### src/rtl/pipe_stage_skid.sv
// Two-entry valid/ready pipeline stage with a skid buffer.
// The main entry drives the outputs; the skid entry catches the one
// instruction accepted while the downstream stage stalls. in_ready and
// out_valid are registered, so there is no combinational path from
// out_ready to in_ready. Idle cycles with a ready consumer are counted.
module pipe_stage_skid #(
    parameter int unsigned DATA_W = 64,
    parameter int unsigned CTRL_W = 16
) (
    input  logic              clk,
    input  logic              rst,
    input  logic              in_valid,
    output logic              in_ready,
    input  logic [CTRL_W-1:0] in_ctrl,
    input  logic [DATA_W-1:0] in_data,
    input  logic              flush,
    output logic              out_valid,
    input  logic              out_ready,
    output logic [CTRL_W-1:0] out_ctrl,
    output logic [DATA_W-1:0] out_data,
    output logic [15:0]       bubble_cnt
);

    typedef enum logic [1:0] {
        EMPTY = 2'd0,
        ONE   = 2'd1,
        TWO   = 2'd2
    } state_t;

    state_t            state;
    logic              in_ready_q;
    logic              out_valid_q;
    logic [CTRL_W-1:0] main_ctrl;
    logic [DATA_W-1:0] main_data;
    logic [CTRL_W-1:0] skid_ctrl;
    logic [DATA_W-1:0] skid_data;
    logic [15:0]       bubble_q;
    logic              in_fire;
    logic              out_fire;

    assign in_fire  = in_valid & in_ready_q;
    assign out_fire = out_valid_q & out_ready;

    assign in_ready   = in_ready_q;
    assign out_valid  = out_valid_q;
    // A bubble is presented as a NOP; the payload keeps its last value.
    assign out_ctrl   = out_valid_q ? main_ctrl : '0;
    assign out_data   = main_data;
    assign bubble_cnt = bubble_q;

    // Occupancy FSM with entry storage and registered handshake outputs.
    always_ff @(posedge clk) begin
        if (rst) begin
            state       <= EMPTY;
            in_ready_q  <= 1'b1;
            out_valid_q <= 1'b0;
            main_ctrl   <= '0;
            main_data   <= '0;
            skid_ctrl   <= '0;
            skid_data   <= '0;
        end else if (flush) begin
            // Squash everything held and anything accepted this cycle;
            // main_data is kept so out_data holds its last value.
            state       <= EMPTY;
            in_ready_q  <= 1'b1;
            out_valid_q <= 1'b0;
        end else begin
            case (state)
                EMPTY: begin
                    if (in_fire) begin
                        main_ctrl   <= in_ctrl;
                        main_data   <= in_data;
                        state       <= ONE;
                        out_valid_q <= 1'b1;
                        in_ready_q  <= 1'b1;
                    end
                end
                ONE: begin
                    if (in_fire && out_fire) begin
                        main_ctrl <= in_ctrl;
                        main_data <= in_data;
                    end else if (in_fire) begin
                        skid_ctrl   <= in_ctrl;
                        skid_data   <= in_data;
                        state       <= TWO;
                        in_ready_q  <= 1'b0;
                        out_valid_q <= 1'b1;
                    end else if (out_fire) begin
                        state       <= EMPTY;
                        out_valid_q <= 1'b0;
                        in_ready_q  <= 1'b1;
                    end
                end
                TWO: begin
                    if (out_fire) begin
                        main_ctrl   <= skid_ctrl;
                        main_data   <= skid_data;
                        state       <= ONE;
                        in_ready_q  <= 1'b1;
                        out_valid_q <= 1'b1;
                    end
                end
                default: begin
                    state       <= EMPTY;
                    in_ready_q  <= 1'b1;
                    out_valid_q <= 1'b0;
                end
            endcase
        end
    end

    // Saturating count of cycles where the consumer was ready but idle.
    always_ff @(posedge clk) begin
        if (rst) begin
            bubble_q <= '0;
        end else if (!out_valid_q && out_ready && (bubble_q != 16'hFFFF)) begin
            bubble_q <= bubble_q + 16'd1;
        end
    end

endmodule
### config.mk
export PLATFORM = sky130hd
export DESIGN_NAME = pipe_stage_skid
export DESIGN_NICKNAME = d
export VERILOG_FILES = /design/src/rtl/pipe_stage_skid.sv
export SDC_FILE = /design/constraint.sdc
export NUM_CORES = 1
export LEC_CHECK = 0
export ABC_AREA = 1
export BUFFER_PORTS_ARGS = -buffer_cell sky130_fd_sc_hd__buf_2
export CAP_MARGIN = 20
export CORE_UTILIZATION = 58
export CTS_CLUSTER_SIZE = 24
export DETAILED_ROUTE_END_ITERATION = 16
export PLACE_DENSITY = 0.85
export SLEW_MARGIN = 20
export SYNTH_ARGS = -nofsm -noshare
export SYNTH_HDL_FRONTEND = slang
export SYNTH_SLANG_ARGS = --single-unit
### constraint.sdc
create_clock -name clk -period 4.9 [get_ports clk]
set_clock_uncertainty 0.2 [all_clocks]
set_input_delay 0.98 -clock clk [delete_from_list [all_inputs] [get_ports clk]]
set_output_delay 0.98 -clock clk [all_outputs]
set_load 0.01 [all_outputs]
==> results.py <==
metrics = {
    "die": {
        "core-area_um2": 13200,
        "fp.dieH_um": 119,
        "ios": 183,
        "start_util_pct": 59.5,
        "die_w_um": 119,
        "rows": 42,
        "dieArea_um2": 14000,
    },
    "global_routing": {
        "antenna_found_initial": 2,
        "grt_pass1_wl_um": 30000,
        "grt_overflow": 0,
        "track_usage_pct": 26.2,
        "grt_pass1_vias": 6570,
        "grt_max_degree": 94,
    },
    "worst_setup_path": {
        "worstSetupPathType": "register to register",
        "worst_path_most_repeated_cell": "nand2_1",
        "path_buf_inv": 1,
        "cp.arrival_ns": 3.11,
        "cp_slowest_cell": "dfxtp_1",
        "crit_chain": "nand2_1 -> a21oi_1 -> o21ai_1 -> nor2_4 -> buf_12 -> nand2_1 -> nand2_1 -> nor2_1",
        "crit_fanout": 76,
        "cp_top_family": "simple AND/OR/NAND/NOR gates",
        "cp.required_ns": 5.02,
        "cp-start-kind": "register",
        "cp_slowest_stage_delay_ns": 0.88,
        "cp-end-kind": "register",
    },
    "worst_hold_path": {
        "worstHoldPathType": "register to register",
    },
    "timing": {
        "fin_crit_sh_pct": 61.0,
        "slew_headroom_pct": 39.2,
        "hold_violations": 0,
        "slew_violations": 0,
        "tightest_slew_ns": 0.911,
        "setup_tns_ns": 0,
        "final-setup-viol-count": 0,
        "rsz0062_at_grt": "false",
        "max_freq_mhz": 335,
        "setup_ws_ns": 1.91,
        "finalCriticalPeriod_ns": 2.99,
    },
    "cts": {
        "postCtsHoldBufs": 0,
        "clock_latency_ns": 0.42,
        "numCtsBuffers": 17,
        "cts_resized": 0,
        "clk_pin_slew_ns": 0.07,
        "clock-sinks": 180,
        "cts_tree": "yes",
        "cts_setup_buffers": 0,
        "root_buffer": "clkbuf_16",
        "h-tree-depth": 4,
        "cts_max_path_buffers": 2,
    },
    "logic_synthesis": {
        "ys_seq_area_share_pct": 45.8,
        "synth_enable_flop_cells": 0,
        "synth_flop_cell": "dfxtp_1",
        "ys_types": 26,
        "syn_area_per_cell_um2": 7.22,
        "async_flop_share_pct": 0,
        "yosys_warnings": 0,
        "syn_inst": 1091,
        "synth_seq_cells": 180,
        "syn_area_um2": 7880,
        "synth_nets": 1182,
    },
    "routing": {
        "first_pass_iters": 7,
        "drt-vias-per-instance": 5.11,
        "wl_um": 18300,
        "vias": 7280,
        "postRouteAntennaNets": 0,
        "drt_iter0_drc": 535,
        "route.detailed.drc": 0,
        "wl_per_cell_um": 12.8,
    },
    "final_layout": {
        "drive_gt1_share_pct": 18.3,
        "utilization_pct": 70.9,
        "nets": 1326,
        "fin_area_um2": 9390,
        "syn2layout_area_growth_pct": 19.2,
        "layout_commonest_cell": "nor2_1",
        "mostFrequentLayoutCells": "nor2_1, nand2_1, buf_2",
    },
    "placement": {
        "port_buffers": 182,
        "dpl-instance-area_um2": 8790,
        "gp_congestion": 0.861,
        "dpl_worst_slack_ns": 1.88,
        "place_hpwl_um": 11600,
    },
    "power": {
        "p_leak_uw": 0.00423,
        "p_per_area_nw_per_um2": 380,
        "peakVddDrop_mv": 0.247,
    },
    "status": {
        "outcome": "complete, no violations",
    },
    "job": {
        "cap_viol_max_count": 0,
    },
}
[synthesized netlist by cell type, types with 2 or more instances]
| master | number | area share (%) |
|---|---|---|
| clkbuf_1 | 25 | 1.2 |
| buf_4 | 10 | 0.95 |
| o21ai_0 | 85 | 5.4 |
| buf_2 | 26 | 1.7 |
| ha_1 | 6 | 0.95 |
| xnor2_1 | 3 | 0.33 |
| buf_1 | 3 | 0.14 |
| nand2_1 | 235 | 11 |
| nand4_1 | 7 | 0.56 |
| inv_1 | 28 | 1.3 |
| xor2_1 | 3 | 0.33 |
| mux2i_1 | 80 | 10 |
| nand3_1 | 12 | 0.76 |
| o21ai_1 | 3 | 0.19 |
| a21oi_1 | 15 | 0.95 |
| nor2_4 | 2 | 0.29 |
| nor3_1 | 2 | 0.13 |
| inv_2 | 6 | 0.29 |
| nor2_1 | 354 | 17 |
| dfxtp_1 | 180 | 46 |
[final timing paths]
path,cells past startpoint,slack [ns],start,end
hold reg to reg,2,0.28,out_data[26],out_data[26]
setup reg to reg,8,1.91,out_valid,out_data[17]
setup / recovery,8,1.91,out_valid,out_data[17]
hold / removal,2,0.28,out_data[26],out_data[26]
[cell families after synthesis]
| group | share of synthesized area, % |
|---|---|
| flops | 45.8 |
| buf+inv | 5.75 |
| simple gates | 30.1 |
| compound gates | 6.64 |
| xor+xnor | 0.667 |
| fa+ha+maj | 0.953 |
| mux | 10.2 |
[through the flow]
| stage | cells | total power (µW) | hold WS (ns) |
|---|---|---|---|
| floorplan | 1091 | 2040 | 0.255 |
| detailed placement | 1392 | 2220 | 0.267 |
| CTS | 1424 | 3590 | 0.281 |
| global route | 1426 | 3730 | 0.302 |
| finish | 1426 | 3570 | 0.278 |
| global placement | 1392 | 2200 | 0.256 |
[sequential cells by signal (all words and copies together) (netlist names)]
register	flops
skid_ctrl	16
bubble_cnt	16
state	2
skid_data	64
in_ready	1
out_data	64
out_valid	1
main_ctrl	16
[worst reg2reg max path: stages (launching register included)]
cell and delay (ns):
dfxtp_1 0.88, nand2_1 0.30, a21oi_1 0.21, o21ai_1 0.12
nor2_4 0.53, buf_12 0.37, nand2_1 0.14, nand2_1 0.08
nor2_1 0.05
[layout make-up]
type                    count  area (µm²)
well taps                 176         220
flip-flops and latches    180        3600
multi-input cells         811        3840
clock buffers              23         468
inverters                  35         134
fillers                  1103        3850
repair buffers            190         996
clock inverters             9         126
diodes                      2        5.00
[routing by layer]
metal,GRT usage (%),vias up,share of wire [%]
met5,0,-,0
met4,10.8,0,2.2
met3,5.60,31,5.7
met2,43.9,222,48
met1,32.5,3308,44
li1,-,3719,-
[where the power goes]
part | internal [µW] | total [µW] | switching [µW]
combinational | 223 | 551 | 328
sequential | 1570 | 1640 | 68.0
clock | 828 | 1380 | 549
total | 2620 | 3570 | 945
Power figures use the tool's default switching activity.
